**src/rtl/sum_of_squares.sv**
```systemverilog
`timescale 1ns/1ps
// ---------------------------------------------------------------------------
// sum_of_squares
//
// Streaming sum-of-squares accumulator feeding the pipelined integer
// square-root unit (vector-magnitude path). Signed elements arrive one per
// cycle, each is squared (stage 1) and accumulated (stage 2). On the last
// element of a vector a single 32-bit unsigned sum is emitted with a
// one-cycle valid pulse.
//
// Handshake: valid-only streaming with no backpressure. Every cycle with
// data_valid high is consumed. data_last is only meaningful together with
// data_valid. sum_valid is a single-cycle pulse; sum_out, sum_sat and
// sum_overrun are qualified by it and hold their last value otherwise.
//
// Parameters:
//   DATA_W   signed element width (<= 16 so a square fits in 32 bits)
//   MAX_LEN  maximum elements per vector (>= 1); longer vectors are
//            force-terminated and flagged with sum_overrun
//
// Ports:
//   clock        in   single clock, rising edge
//   reset_n      in   asynchronous active-low reset
//   data_in      in   DATA_W signed element
//   data_valid   in   element present this cycle
//   data_last    in   final element of the vector
//   sum_out      out  32-bit unsigned sum of squares
//   sum_valid    out  one-cycle result pulse
//   sum_sat      out  accumulation overflowed 32 bits
//   sum_overrun  out  vector force-terminated at MAX_LEN
//
// Build option:
//   SOS_SATURATE_EN  defined   -> accumulator and result clamp to
//                                 32'hFFFF_FFFF on overflow (sticky)
//                    undefined -> accumulator wraps modulo 2^32
//   sum_sat reports the overflow in both builds.
// ---------------------------------------------------------------------------
module sum_of_squares #(
    parameter int DATA_W  = 16,
    parameter int MAX_LEN = 64
) (
    input  logic                     clock,
    input  logic                     reset_n,
    input  logic signed [DATA_W-1:0] data_in,
    input  logic                     data_valid,
    input  logic                     data_last,
    output logic [31:0]              sum_out,
    output logic                     sum_valid,
    output logic                     sum_sat,
    output logic                     sum_overrun
);

    // A 1-element limit still needs a 1-bit counter (it simply stays at 0).
    localparam int              CNT_W   = (MAX_LEN > 1) ? $clog2(MAX_LEN) : 1;
    localparam logic [CNT_W-1:0] CNT_TOP = CNT_W'(MAX_LEN - 1);

    // Stage 1 state
    logic [31:0]      sq_q,       sq_d;
    logic             sq_valid_q, sq_valid_d;
    logic             sq_last_q,  sq_last_d;
    logic             sq_over_q,  sq_over_d;
    logic [CNT_W-1:0] cnt_q,      cnt_d;

    // Stage 2 state
    logic [31:0]      acc_q,         acc_d;
    logic             sat_q,         sat_d;
    logic [31:0]      sum_out_q,     sum_out_d;
    logic             sum_valid_q,   sum_valid_d;
    logic             sum_sat_q,     sum_sat_d;
    logic             sum_overrun_q, sum_overrun_d;

    // Square in 32-bit signed arithmetic; with DATA_W <= 16 the largest
    // square is 2^30, so the product is always non-negative and exact.
    logic signed [31:0] din_ext;
    logic signed [31:0] sq_full;
    logic               at_top;
    logic               elem_last;

    assign din_ext   = {{(32-DATA_W){data_in[DATA_W-1]}}, data_in};
    assign sq_full   = din_ext * din_ext;
    assign at_top    = (cnt_q == CNT_TOP);
    assign elem_last = data_last | at_top;

    always_comb begin
        sq_d       = sq_q;
        sq_last_d  = sq_last_q;
        sq_over_d  = sq_over_q;
        cnt_d      = cnt_q;
        sq_valid_d = data_valid;
        if (data_valid) begin
            sq_d      = unsigned'(sq_full);
            sq_last_d = elem_last;
            // Overrun only when the limit, not the producer, ended the vector.
            sq_over_d = at_top & ~data_last;
            cnt_d     = elem_last ? '0 : cnt_q + 1'b1;
        end
    end

    // 33-bit add so the carry out is the overflow indication.
    logic [32:0] acc_sum;
    logic        ovf;
    logic [31:0] acc_res;

    assign acc_sum = {1'b0, acc_q} + {1'b0, sq_q};
    assign ovf     = acc_sum[32];

`ifdef SOS_SATURATE_EN
    // Once clamped, further adds either overflow again or add zero, so the
    // clamp stays in place until the vector ends.
    assign acc_res = ovf ? 32'hFFFF_FFFF : acc_sum[31:0];
`else
    assign acc_res = acc_sum[31:0];
`endif

    always_comb begin
        acc_d         = acc_q;
        sat_d         = sat_q;
        sum_out_d     = sum_out_q;
        sum_sat_d     = sum_sat_q;
        sum_overrun_d = sum_overrun_q;
        sum_valid_d   = 1'b0;
        if (sq_valid_q) begin
            if (!sq_last_q) begin
                acc_d = acc_res;
                sat_d = sat_q | ovf;
            end else begin
                sum_out_d     = acc_res;
                sum_sat_d     = sat_q | ovf;
                sum_overrun_d = sq_over_q;
                sum_valid_d   = 1'b1;
                // Next element starts a fresh vector with no bubble.
                acc_d         = '0;
                sat_d         = 1'b0;
            end
        end
    end

    always_ff @(posedge clock or negedge reset_n) begin
        if (!reset_n) begin
            sq_q          <= '0;
            sq_valid_q    <= 1'b0;
            sq_last_q     <= 1'b0;
            sq_over_q     <= 1'b0;
            cnt_q         <= '0;
            acc_q         <= '0;
            sat_q         <= 1'b0;
            sum_out_q     <= '0;
            sum_valid_q   <= 1'b0;
            sum_sat_q     <= 1'b0;
            sum_overrun_q <= 1'b0;
        end else begin
            sq_q          <= sq_d;
            sq_valid_q    <= sq_valid_d;
            sq_last_q     <= sq_last_d;
            sq_over_q     <= sq_over_d;
            cnt_q         <= cnt_d;
            acc_q         <= acc_d;
            sat_q         <= sat_d;
            sum_out_q     <= sum_out_d;
            sum_valid_q   <= sum_valid_d;
            sum_sat_q     <= sum_sat_d;
            sum_overrun_q <= sum_overrun_d;
        end
    end

    assign sum_out     = sum_out_q;
    assign sum_valid   = sum_valid_q;
    assign sum_sat     = sum_sat_q;
    assign sum_overrun = sum_overrun_q;

endmodule

```
**config.mk**
```make
export PLATFORM = sky130hd
export DESIGN_NAME = sum_of_squares
export DESIGN_NICKNAME = d
export VERILOG_FILES = /design/src/rtl/sum_of_squares.sv
export SDC_FILE = /design/constraint.sdc
export NUM_CORES = 1
export LEC_CHECK = 0
export CORE_MARGIN = 1
export CORE_UTILIZATION = 40
export CTS_CLUSTER_SIZE = 30
export DETAILED_ROUTE_END_ITERATION = 16
export PLACE_DENSITY = 0.62
export SYNTH_ARGS = -nofsm -noshare
export SYNTH_HDL_FRONTEND = slang
export SYNTH_SLANG_ARGS = --single-unit
```
**constraint.sdc**
```tcl
create_clock -name clock -period 2.51 [get_ports clock]
set_clock_uncertainty 0.2 [all_clocks]
set_input_delay 0.502 -clock clock [delete_from_list [all_inputs] [get_ports clock]]
set_output_delay 0.502 -clock clock [all_outputs]
set_load 0.02 [all_outputs]
```
* Word level (Yosys, flattened, before mapping)
Cells that the tools add are included.
** Storage, ports and cells
- Bits in registers :: 109
- Bits of input ports :: 20
- Output and inout bits :: 35
- Word-level logic and storage cells :: 25
** Operators by class
- $add $sub $neg :: 2
- $mul :: 1
- Eq/ne operators :: 1
- Muxes and demuxes :: 5
- Bitwise operators :: 4
- Reductions and logical operators :: 1
** Operators by type and width (count)
- $add 32x32->33 :: 1
- $mul 16x16->32 :: 1
- $mux 32 :: 1
- $add 6x1->6 const B :: 1
- $eq 6x6->1 const B :: 1
- $mux 6 :: 1
- $mux 1 :: 3
- $or 1x1->1 :: 2
- $reduce_and 2->1 :: 1
- $and 1x1->1 :: 1
- $not 1->1 :: 1

* Logic depth before layout (Yosys ltp)
Gate-level depths: netlist of run 1.
- Depth after elaboration :: 3
- Mapped depth :: 24
- Gate-level depth less buffers :: 23

* Worst setup path before layout of run 1
OpenSTA, ideal clock, no wires.
- Path type :: input-to-reg
- From :: in data_in[15]
- To :: reg sq_q[30]
- Library setup time :: 0.132 ns
- Arrival :: 6.108 ns
- Slack :: -3.930 ns
- Stages on the path :: 21
- Cell sequence :: clkbuf_1 -> clkbuf_1 -> nand2_1 -> fa_1 -> inv_1 -> fa_1 -> fa_1 -> fa_1 -> fa_1 -> inv_1 -> fa_1 -> inv_1 -> ha_1 -> and2_1 -> o21ai_0 -> nand2b_1 -> a221oi_1 -> a21boi_1 -> o311ai_1 -> xnor2_1 -> o21ai_1
** Between the ends
- Longest elaborated chain between the ends :: 1
** Ends and longest elaborated chain
- from (decl) :: line 44 : input logic signed [DATA_W-1:0] data_in,
- $mul 16x16->32 :: line 80 : assign sq_full = din_ext * din_ext;
- to (signal assigned) :: line 152 : sq_q <= sq_d;
- to (decl) :: line 58 : logic [31:0] sq_q, sq_d;
No other way between the ends.
A chain may end at the register's enable or synchronous reset.

* Worst setup path in the final report of run 1
- From :: in data_in[9]
- To :: reg sq_q[24]
The elaborated chain is that of the path after synthesis.

==> results.json, run 1 <==
{
  "worst_path_max_delay_cell": "fa_1",
  "wirelength_mm": 36.9,
  "overflow": 0,
  "avgViaCountPerCell": 5.00,
  "end_kind": "register",
  "path_cells": "buf_8 -> buf_6 -> buf_6 -> and2_4 -> fa_1 -> inv_2 -> fa_2 -> fa_1 -> inv_2 -> fa_1 -> fa_1 -> inv_1 -> fa_1 -> inv_2 -> ha_4 -> a21oi_4 -> buf_6 -> o211ai_1 -> a21oi_2 -> o211ai_1 -> a41o_1 -> a311o_1 -> xor2_1 -> mux2_4",
  "synth-edff-count": 0,
  "syn_area_sq_mm": 0.0145,
  "cp_max_fo": 6,
  "firstDrtPassIters": 10,
  "synth_cells": 1516,
  "via_count": 11700,
  "async_flop_share_pct": 100,
  "ys_warn_count": 0,
  "grt_pass1_vias": 13100,
  "core_area_sq_mm": 0.0357,
  "holdWs_ns": 0.284,
  "relSlewSlack_pct": 57.9,
  "fp.dieH_um": 193,
  "ys_seq_area_share_pct": 18.6,
  "finalSetupViolCount": 58,
  "drive_gt1_share_pct": 39.9,
  "n_fill_cell": 2953,
  "critPathLaunchType": "primary input",
  "gp_congestion": 0.886,
  "period_minus_slack_ns": 5.88,
  "hold_path_class": "register to register",
  "fin_cells": 2332,
  "io_pins": 55,
  "crit_path_max_incr_delay_ns": 0.56,
  "hold_viol": 0,
  "cts_tree": "done",
  "clk_latency_ns": 0.36,
  "drc": 1,
  "final_antenna_net_count": 0,
  "fin_crit_sh_pct": 234,
  "cap_violations": 0,
  "routedWlPerCell_um": 15.8,
  "grt_max_degree": 66,
  "crit_buf_inv": 8,
  "cts_sinks": 108,
  "die_w_um": 193,
  "run_status": "finished with violations",
  "failed_checks": "DRC, setup timing",
  "drt_iter0_drc": 451,
  "syn2layout_area_growth_pct": 42.4,
  "placedCellCount": 2254,
  "synth.distinct_cells": 70,
  "grt_pass1_wl_mm": 62.3,
  "critPathRequiredTime_ns": 2.55,
  "postLayoutSetupSlackWorst_ns": -3.37,
  "numPortBuffers": 54,
  "clockBufferDepth": 2,
  "cp_top_family": "adder cells",
  "worst_pin_slew_ns": 0.627,
  "cp_common_cell": "fa_1",
  "ys_dominant_reg_cell": "dfrtp_1",
  "final_util_pct": 58.0,
  "grt.total_usage_pct": 21.2,
  "max_freq_mhz": 170,
  "rsz0062_at_grt": "yes",
  "antenna_found_initial": 0,
  "numCtsBuffers": 9,
  "path_class": "primary input to register",
  "dieArea_sq_mm": 0.0371,
  "cp.arrival_ns": 5.92,
  "final_nets": 2243,
  "htreeDepth": 3,
  "syn-num-nets": 1893,
  "clkTransAtPathRegs_ns": 0.09,
  "hpwlAfterDp_mm": 28.6,
  "synth-seq-cells": 108,
  "root_buffer": "clkbuf_16",
  "slew_viol_final": 0,
  "syn_area_per_cell_sq_um": 9.58,
  "antennaDiodeCount": 0,
  "initial_core_util_pct": 40.7,
  "rows": 69
}
## synthesized netlist by cell type, drive strengths merged (24+ instances only)
cell / count / area [sq um]
mux2: 27 / 304
a21o: 26 / 196
o21ai: 66 / 330
and2: 47 / 294
fa: 233 / 4660
ha: 124 / 1550
inv: 329 / 1230
nand2: 140 / 526
a21oi: 53 / 277
dfrtp: 108 / 2700
xor2: 24 / 210
o2bb2ai: 24 / 210
clkbuf: 40 / 150
xnor2: 46 / 403
nor2: 61 / 231
## logic make-up after synthesis
family	after synthesis	share of synthesized area, %
flops	108	18.6
xor+xnor	70	4.22
buf+inv	375	9.70
fa+ha+maj	357	42.8
mux	30	2.30
compound gates	251	12.0
simple gates	325	10.4
## per-layer routing
metal / vias up / GRT usage, % / routed length, um
li1: 5504 / - / -
met1: 5912 / 25.3 / 15000
met5: - / 0 / 0
met4: 0 / 6.94 / 1300
met2: 155 / 39.4 / 19900
met3: 83 / 1.96 / 651
## final timing paths
check,slack [ns],cells after the start,to,from
max in group asynchronous,1.09,3,acc_q[9]$_DFFE_PN0P_,reset_n
hold reg to reg,0.28,2,sum_out[7]$_DFFE_PN0P_,sum_out[7]$_DFFE_PN0P_
setup reg to reg,-0.24,10,sum_out[28]$_DFFE_PN0P_,sq_q[0]$_DFFE_PN0P_
min in group asynchronous,0.41,2,sum_valid$_DFF_PN0_,reset_n
setup / recovery,-3.37,24,sq_q[24]$_DFFE_PN0P_,data_in[9]
hold / removal,0.28,2,sum_out[7]$_DFFE_PN0P_,sum_out[7]$_DFFE_PN0P_
## metrics by stage
stage	setup TNS [ns]	worst slack (ns)	instance area [sq um]
final	-80.63	-3.37	20700
after global placement	-109.00	-4.24	18100
after CTS	-81.12	-3.44	20000
after floorplan	-75.76	-3.46	15200
after detailed placement	-110.79	-4.25	18100
after global routing	-87.77	-3.52	20700
## registers in the layout, indices dropped and copies added (netlist names)
name / flops
cnt_q: 6
sq_valid_q: 1
sum_sat: 1
acc_q: 32
sq_last_q: 1
sq_q: 31
sum_out: 32
sat_q: 1
sq_over_q: 1
sum_overrun: 1
sum_valid: 1
## layout make-up
cell class	instances	area [sq um]	area share, %
Timing Repair Buffer	384	3370	16.3
Multi-Input combinational cell	1033	12500	60.3
Clock inverter	7	70.1	0.339
Sequential cell	108	2700	13.1
Inverter	330	1260	6.07
Clock buffer	9	225	1.09
Tap cell	461	577	2.79
## cells in the final DEF (no fill, tap or decap), types with 9 or more instances in the layout
cell,count
buf_4,258
ha_1,60
and2_1,27
inv_1,283
xnor2_1,30
mux2_4,18
o21a_1,9
a21o_1,24
ha_4,59
a21oi_2,26
fa_1,202
dfrtp_1,107
and2_4,20
clkdlybuf4s50_1,36
fa_2,31
o21ai_2,16
nor2_1,47
nand2_2,25
mux2_2,9
o2bb2ai_1,22
inv_2,43
o21ai_0,21
nand3_1,11
buf_6,70
xnor2_2,12
nor2_4,10
a21oi_1,21
xor2_1,19
nand2_4,11
o21ai_1,26
clkbuf_16,9
nand2_1,104
## what timing repair did
action / 4_1_cts / 5_1_grt
hold buffers: 1 / 0
pin swaps: 203 / 117
hold endpoints to repair: 27 / 0
gates resized for setup: 360 / 155
setup endpoints to repair: 68 / 72
setup buffers: 48 / 26
## worst register-to-register path, delay by kind of cell (launching register included)
family,cells,cell delay [ns]
fa+ha+maj,2,0.35
simple gates,1,0.34
flops,1,0.43
compound gates,7,1.33
Power of run 1 is not shown: default switching activity piles up to over one toggle a cycle in this logic, so the estimate is an artifact.
==> run 2: changes to the inputs <==
DONT_BUFFER_PORTS = 1   (was default)
PLACE_DENSITY = 0.6   (was 0.62)
==> run 2 against run 1 <==
Effect of this change:
- the flow finishes with violations (hold timing, setup timing)
- global-route usage down 0.92 points
- clock-buffer cell count unchanged
- die area unchanged
- flip-flop and latch count unchanged
==> results.json, run 2 (synthesized netlist as in run 1, its figures left out) <==
{
  "hold_viol": 108,
  "failed_checks": "hold timing, setup timing",
  "antennaDiodeCount": 0,
  "numPortBuffers": 0,
  "core_area_sq_mm": 0.0357,
  "worst_path_max_delay_cell": "fa_1",
  "avgViaCountPerCell": 5.01,
  "dieArea_sq_mm": 0.0371,
  "path_cells": "and2_4 -> inv_2 -> fa_1 -> inv_1 -> fa_1 -> inv_1 -> fa_1 -> inv_1 -> fa_1 -> fa_1 -> inv_1 -> fa_1 -> inv_2 -> ha_4 -> a211oi_4 -> o21ai_2 -> a311oi_2 -> o21ai_2 -> o31ai_4 -> o21bai_1 -> xor2_1 -> mux2_4",
  "holdWs_ns": -0.362,
  "r2r-end": "acc_q[28]$_DFFE_PN0P_",
  "cp_top_family": "adder cells",
  "syn2layout_area_growth_pct": 30.1,
  "ff2ff_path_depth": 10,
  "relSlewSlack_pct": 59.9,
  "worst_pin_slew_ns": 0.601,
  "final_antenna_net_count": 0,
  "placedCellCount": 2158,
  "drc": 0,
  "fin_crit_sh_pct": 228,
  "initial_core_util_pct": 40.7,
  "cp.depth": 22,
  "cp_common_cell": "fa_1",
  "fin_cells": 2203,
  "fp.dieH_um": 193,
  "critPathLaunchType": "primary input",
  "numCtsBuffers": 9,
  "cts_hold_buf": 1,
  "multi_input_comb_area_sq_mm": 0.0120,
  "r2r_slack_ns": -0.26,
  "postLayoutSetupSlackWorst_ns": -3.21,
  "firstDrtPassIters": 5,
  "period_minus_slack_ns": 5.72,
  "rsz0062_at_grt": "yes",
  "clk_latency_ns": 0.36,
  "die_w_um": 193,
  "run_status": "finished with violations",
  "final_common_cell": "inv_1",
  "critPathRequiredTime_ns": 2.55,
  "final.setup.tns_ns": -74.03,
  "grt_pass1_vias": 12200,
  "hpwlAfterDp_mm": 27.3,
  "cap_violations": 0,
  "antenna_found_initial": 0,
  "cts_sinks": 108,
  "cts_tree": "done",
  "grt.total_usage_pct": 20.2,
  "crit_buf_inv": 6,
  "max_freq_mhz": 175,
  "clockBufferDepth": 2,
  "clkTransAtPathRegs_ns": 0.07,
  "overflow": 0,
  "crit_path_max_incr_delay_ns": 0.50,
  "final_nets": 2115,
  "root_buffer": "clkbuf_16",
  "htreeDepth": 3,
  "seq_area_sq_mm": 0.00271,
  "cp.arrival_ns": 5.76,
  "gp_congestion": 0.871,
  "hold_path_class": "primary input to async pin",
  "slew_viol_final": 0,
  "drt_iter0_drc": 390,
  "routedWlPerCell_um": 15.8,
  "path_class": "primary input to register",
  "via_count": 11000,
  "dpl_worst_slack_ns": -3.63,
  "drive_gt1_share_pct": 32.1,
  "finalSetupViolCount": 55,
  "grt_max_degree": 109,
  "io_pins": 55,
  "grt_pass1_wl_mm": 59.6,
  "wirelength_mm": 34.8,
  "end_kind": "register",
  "rows": 69,
  "cp_max_fo": 19,
  "n_fill_cell": 3150,
  "final_cell_mix": "301 x inv_1, 220 x buf_4, 217 x fa_1, 123 x nand2_1, 106 x dfrtp_1",
  "regToRegStartpoint": "sq_q[19]$_DFFE_PN0P_"
}
run 2: cell count changes in the layout (fill, tap and decap cells not counted), moves of 13 or more:
cell	before	now
and2_4	20	7
fa_1	202	217
ha_1	60	75
ha_4	59	43
inv_1	283	301
buf_4	258	220
nand2_2	25	12
nand2_1	104	123
and2_1	27	40
clkdlybuf4s50_1	36	0
buf_6	70	32
fa_2	31	16
inv_2	43	25
run 2: worst max-delay path by stage:
stage	slack, ns	endpoint	startpoint
6_report	-3.21	sq_q[25]$_DFFE_PN0P_	data_in[5]
2_1_floorplan	-3.46	sq_q[25]$_DFFE_PN0P_	data_in[5]
4_1_cts	-3.26	sq_q[25]$_DFFE_PN0P_	data_in[5]
5_1_grt	-3.36	sq_q[25]$_DFFE_PN0P_	data_in[5]
3_3_place_gp	-3.61	sq_q[25]$_DFFE_PN0P_	data_in[5]
3_5_place_dp	-3.63	sq_q[25]$_DFFE_PN0P_	data_in[5]
run 2: timing repair:
action / in CTS / in global routing
resized for setup: 176 / 90
buffers inserted: 24 / 18
gates cloned: 0 / 0
pin swaps: 142 / 93
setup endpoints to repair: 67 / 72
hold endpoints to repair: 109 / 108
run 2: stage by stage:
stage | util [%] | area [sq um]
after floorplan | - | 15200
after global placement | 48.2 | 17200
after detailed placement | 48.2 | 17200
after CTS | 51.7 | 18400
after global routing | 53.0 | 18900
final | 53.0 | 18900
run 2: area by class of cell:
type | count | area share (%)
clock buffers | 9 | 1.19
clock inverters | 6 | 0.258
inverters | 330 | 6.65
repair buffers | 256 | 11.0
flip-flops and latches | 108 | 14.3
multi-input cells | 1033 | 63.5
well taps | 461 | 3.05
run 2: per-layer routing:
metal  GRT usage (%)  part of all wire, %  wire [um]  vias to the layer above
met1            24.6                   41      14400                     5646
met4            3.73                  2.0        687                        0
met3            1.93                  1.8        628                       43
met2            38.5                   55      19100                       89
met5               0                    0          0                        -
li1                -                    -          -                     5250
run 2: worst register-to-register path, cell delays in order, from the launching register on:
cell and delay, ns:
dfrtp_1 0.41, ha_1 0.32, buf_4 0.15, a21o_1 0.16, a21o_1 0.18, a21oi_2 0.18
o21ai_2 0.16, o211ai_4 0.29, a21boi_2 0.09, or3_1 0.34, a41o_1 0.19
Power of run 2 is left out for the same reason.
==> run 3: changes to the inputs <==
CORE_MARGIN = default   (was 1)
==> results of run 3 <==
Final layout, timing and power as in run 2 (identical DEF).
Power of run 3 is left out for the same reason.
==> edit 1: new RTL, flow settings as in run 1 <==
Set the parameter `MAX_LEN` to 128 (it was 64).
--- a/src/rtl/sum_of_squares.sv
+++ b/src/rtl/sum_of_squares.sv
@@ -37,7 +37,7 @@
 // ---------------------------------------------------------------------------
 module sum_of_squares #(
     parameter int DATA_W  = 16,
-    parameter int MAX_LEN = 64
+    parameter int MAX_LEN = 128
 ) (
     input  logic                     clock,
     input  logic                     reset_n,
Behaviour: no difference found for any inputs over 4 cycles, from zero or initial values and one cycle with reset_n low; that may be too few to reach the edited logic, so the function may still have changed.
==> edit 1 against run 1 <==
The run ends with setup timing left; critical endpoint is now sq_q[28]; setup slack worse by 330 ps; cell area is 1.1% lower; routed wire length is 1.8% higher; non-clock buffer count is 6 higher; first-iteration DRC count is 3.8% higher; fmax is 5.3% lower; sequential cell count is 1 higher; synthesized area is 1.6% higher.
Power is not shown: default switching activity piles up to over one toggle a cycle in this logic, so the estimate is an artifact.
==> edit 1: results (changes against run 1) <==
status - complete, but fails checks (unchanged)
failing checks - setup timing (was DRC, setup timing)
Worst Path Max Fanout - 4 (was 6)
routability cong. - 0.889 (was 0.886)
final count of negative-setup-slack endpoints - 50 (was 58)
wirelength, routed - 37500 µm (was 36900 µm)
vias per cell - 5.02 (was 5.00)
first-pass GRT wire length - 63200 µm (was 62300 µm)
total track usage - 20.7% (was 21.2%)
Fillers - 3107 (was 2953)
met2 Use GR - 39.2% (was 39.4%)
1st-iter DRT viols - 468 (was 451)
DRT Pass-1 Iters - 6 (was 10)
relative slew slack - 68.7% (was 57.9%)
hold slack final - 282 ps (was 284 ps)
Final WS setup - -3700 ps (was -3370 ps)
post-synthesis sequential area ratio - 18.5% (was 18.6%)
Synthesized Nets - 1925 (was 1893)
Synth top cells by count - 357 x inv_1, 237 x fa_1, 142 x nand2_1 (was 329 x inv_1, 233 x fa_1, 140 x nand2_1)
YS warnings - 0 (unchanged)
FF-to-FF Start - sq_q[3] (was sq_q[0])
Worst-path clk slew - 80 ps
initial antenna violation count - 1 (was 0)
final net count - 2285 (was 2243)
Distinct cells, synth - 73 (was 70)
crit path from - data_in[1] (was data_in[9])
grt met3 use - 2.09% (was 1.96%)
cell count of the worst reg-to-reg path - 11 (was 10)
GR Layer Usage met1 - 25.1% (was 25.3%)
CP Data Arrival Time - 6240 ps (was 5920 ps)
vias in the first global route - 13200 (was 13100)
RR Endpoint - acc_q[25] (was sum_out[28])
Synth area leaders - fa_1 32%, dfrtp_1 18%, ha_1 10% (was fa_1 32%, dfrtp_1 19%, ha_1 11%)
flop2flop setup slack - -450 ps (was -240 ps)
edit 1: stage by stage:
| step | instance area, µm² | setup WS [ps] | instances |
|---|---|---|---|
| final | 20500 | -3700 | 2376 |
| after global routing | 20500 | -3840 | 2376 |
| after CTS | 19600 | -3750 | 2352 |
| after detailed placement | 18200 | -4430 | 2295 |
| after global placement | 18200 | -4370 | 2295 |
| after floorplan | 15200 | -3670 | 1550 |
edit 1: how the worst max path moves through the flow:
stage,endpoint,slack [ps],depth (start not counted)
global route,sq_q[30],-3840,21
detailed placement,sq_q[30],-4430,23
CTS,sq_q[30],-3750,22
floorplan,sq_q[30],-3670,20
global placement,sq_q[30],-4370,20
finish,sq_q[28],-3700,22
edit 1: cell type report:
class                   count  share of cell area (%)
clock inverters             6                   0.232
repair buffers            390                    16.6
flip-flops and latches    109                    13.4
clock buffers              10                    1.12
inverters                 358                    6.57
well taps                 461                    2.82
multi-input cells        1042                    59.3
edit 1: critical path: cells and delay by family:
family,cells,cell delay [ps]
fa+ha+maj,7,3210
buf+inv,8,650
simple gates,4,1190
compound gates,3,680
edit 1: what timing repair did:
item | CTS | global route
buffers inserted | 43 | 40
resized for setup | 258 | 184
setup endpoints to repair | 71 | 75
hold buffers | 1 | 0
pin swaps | 146 | 141
endpoints found under the hold margin | 14 | 0
edit 1: kinds of logic after synthesis:
family | count (synthesis) | synth area share [%]
simple gates | 348 | 11.5
mux | 24 | 1.81
xor+xnor | 58 | 3.44
fa+ha+maj | 355 | 42.1
buf+inv | 399 | 10.1
compound gates | 257 | 12.5
flops | 109 | 18.5
edit 1: routing by layer:
layer / vias to the layer above / wire length (µm) / part of all wire, %
met5: - / 15 / 0.040
met4: 2 / 835 / 2.2
met3: 58 / 940 / 2.5
met2: 162 / 20300 / 54
met1: 6074 / 15400 / 41
li1: 5631 / - / -
==> edit 2: new RTL, flow settings as in run 1 <==
Made on the original files. Remove the register `sum_valid_q`: a continuous assignment takes its place, so the output `sum_valid` follows one clock earlier.
--- a/src/rtl/sum_of_squares.sv
+++ b/src/rtl/sum_of_squares.sv
@@ -145,7 +145,6 @@
             acc_q         <= '0;
             sat_q         <= 1'b0;
             sum_out_q     <= '0;
-            sum_valid_q   <= 1'b0;
             sum_sat_q     <= 1'b0;
             sum_overrun_q <= 1'b0;
         end else begin
@@ -157,11 +156,12 @@
             acc_q         <= acc_d;
             sat_q         <= sat_d;
             sum_out_q     <= sum_out_d;
-            sum_valid_q   <= sum_valid_d;
             sum_sat_q     <= sum_sat_d;
             sum_overrun_q <= sum_overrun_d;
         end
     end
+
+    assign sum_valid_q = sum_valid_d;
 
     assign sum_out     = sum_out_q;
     assign sum_valid   = sum_valid_q;
Behaviour: not the same (a bounded check fails within 4 cycles, from zero or initial values and one cycle with reset_n low).
==> edit 2 against run 1 <==
The run ends with hold timing, setup timing left; routed wire length shrank 0.52%; synthesized cell count is essentially flat; sequential cell count shrank 1; final cell count grew 0.30%; count of clock-buffer cells in the layout is the same; die area shrank 0.17%; cell area is essentially flat; synthesized area shrank 0.17%; register-to-register slack lost 70 ps; setup slack gained 25 ps; via count shrank 0.19%; critical path type unchanged.
Power is not shown: default switching activity piles up to over one toggle a cycle in this logic, so the estimate is an artifact.
==> edit 2: results (changes against run 1) <==
Synth async-reset ratio - 100% (unchanged)
Post-Syn Area per Cell - 9.57 µm² (was 9.58 µm²)
dpl cell area - 18100 µm² (about the same)
Crit path max-delay family - adder cells (unchanged)
clock latency on the worst-skew pair - 350 ps
final count of negative-setup-slack endpoints - 59 (was 58)
final setup TNS - -81730 ps (was -80630 ps)
CP max stage cell - fa_1 (unchanged)
leading register cell type out of synthesis - dfrtp_1 (unchanged)
failing checks - hold timing, setup timing (was DRC, setup timing)
ant diodes - 0 (unchanged)
vias per cell - 4.97 (was 5.00)
Synthesized Nets - 1892 (was 1893)
hold crit path type - input pin to async pin (was register to register)
Distinct cells, synth - 70 (unchanged)
layout cells sized above 1 - 40.3% (was 39.9%)
CP Data Arrival Time - 5900 ps (was 5920 ps)
H-tree levels - 3 (unchanged)
post-synthesis sequential area ratio - 18.5% (was 18.6%)
status - complete, but fails checks (unchanged)
CP peak stage delay - 550 ps
1st-iter DRT viols - 465 (was 451)
Final Max Slew Viols - 0 (unchanged)
routed via count - 11600 (was 11700)
Synth area leaders - fa_1 32%, dfrtp_1 18%, ha_1 11% (was fa_1 32%, dfrtp_1 19%, ha_1 11%)
relative slew slack - 58.9% (was 57.9%)
Final Hold Viols - 3 (was 0)
initial antenna violation count - 0 (unchanged)
Worst-path clk slew - 70 ps (was 90 ps)
Setup crit end kind - register (unchanged)
vias in the first global route - 13100 (about the same)
Synth top cells by count - 329 x inv_1, 233 x fa_1, 140 x nand2_1 (unchanged)
hold slack final - -12.9 ps (was 284 ps)
first-pass GRT wire length - 62700 µm (was 62300 µm)
wire per inst - 15.7 µm (was 15.8 µm)
flop2flop setup slack - -310 ps (was -240 ps)
final net count - 2250 (was 2243)
largest net degree at the start of global routing - 108 (was 66)
Worst Path Max Fanout - 8 (was 6)
Root Driver - clkbuf_16 (unchanged)
DRT Pass-1 Iters - 4 (was 10)
Clock Path Buffers - 2 (unchanged)
Final WS setup - -3350 ps (was -3370 ps)
Detailed Place HPWL - 28300 µm (was 28600 µm)
CTS Buf Count - 9 (unchanged)
YS warnings - 0 (unchanged)
routability cong. - 0.860 (was 0.886)
total track usage - 21.3% (was 21.2%)
Port Buffers - 54 (unchanged)
Fillers - 2922 (was 2953)
==> edit 2: layer usage <==
layer  routed length, µm  part of all wire [%]  GRT usage [%]  up-vias
met1               14800                    40           25.0     5895
met2               20200                    55           40.8      146
met5                   0                     0              0        -
met3                 610                   1.7           1.89       75
met4                1060                   2.9           6.15        0
li1                    -                     -              -     5516
==> edit 2: cells by family after synthesis <==
group,share of synthesized area (%)
flip-flops,18.5
AO/OA/AOI/OAI,12.0
AND/OR/NAND/NOR,10.5
buffers and inverters,9.71
adder cells (fa/ha/maj),42.9
XOR/XNOR,4.23
multiplexers,2.30
==> edit 2: worst paths after layout <==
check	end	from	depth (start not counted)
max	sq_q[24]	data_in[10]	21
min	sum_out[9]	reset_n	2
max reg2reg	acc_q[29]	acc_q[3]	12
min reg2reg	sum_out[14]	sum_out[14]	2
max in group asynchronous	sq_valid_q	reset_n	2
min in group clock	sum_out[14]	sum_out[14]	2
==> edit 2: through the flow <==
stage               hold WS (ps)  util (%)  worst slack (ps)
floorplan                   6.41         -             -3460
global placement             267      50.7             -4220
detailed placement           269      50.7             -4290
CTS                         48.0      55.7             -3500
global route                66.2      58.0             -3550
finish                     -12.9      58.0             -3350
==> edit 2: timing repair <==
| item | in CTS | in global routing |
|---|---|---|
| hold buffers | 0 | 0 |
| setup endpoints to repair | 68 | 75 |
| pin swaps | 194 | 142 |
| hold endpoints to repair | 0 | 0 |
| resized for setup | 321 | 176 |
| setup buffers | 47 | 28 |
| gates cloned | 0 | 0 |
==> edit 2: cell type report <==
type | instances | share of cell area (%)
multi-input combinational | 1033 | 60.2
timing repair buffer | 392 | 16.5
sequential | 107 | 13.0
inverter | 330 | 6.02
tap | 461 | 2.79
clock buffer | 9 | 1.09
clock inverter | 7 | 0.533
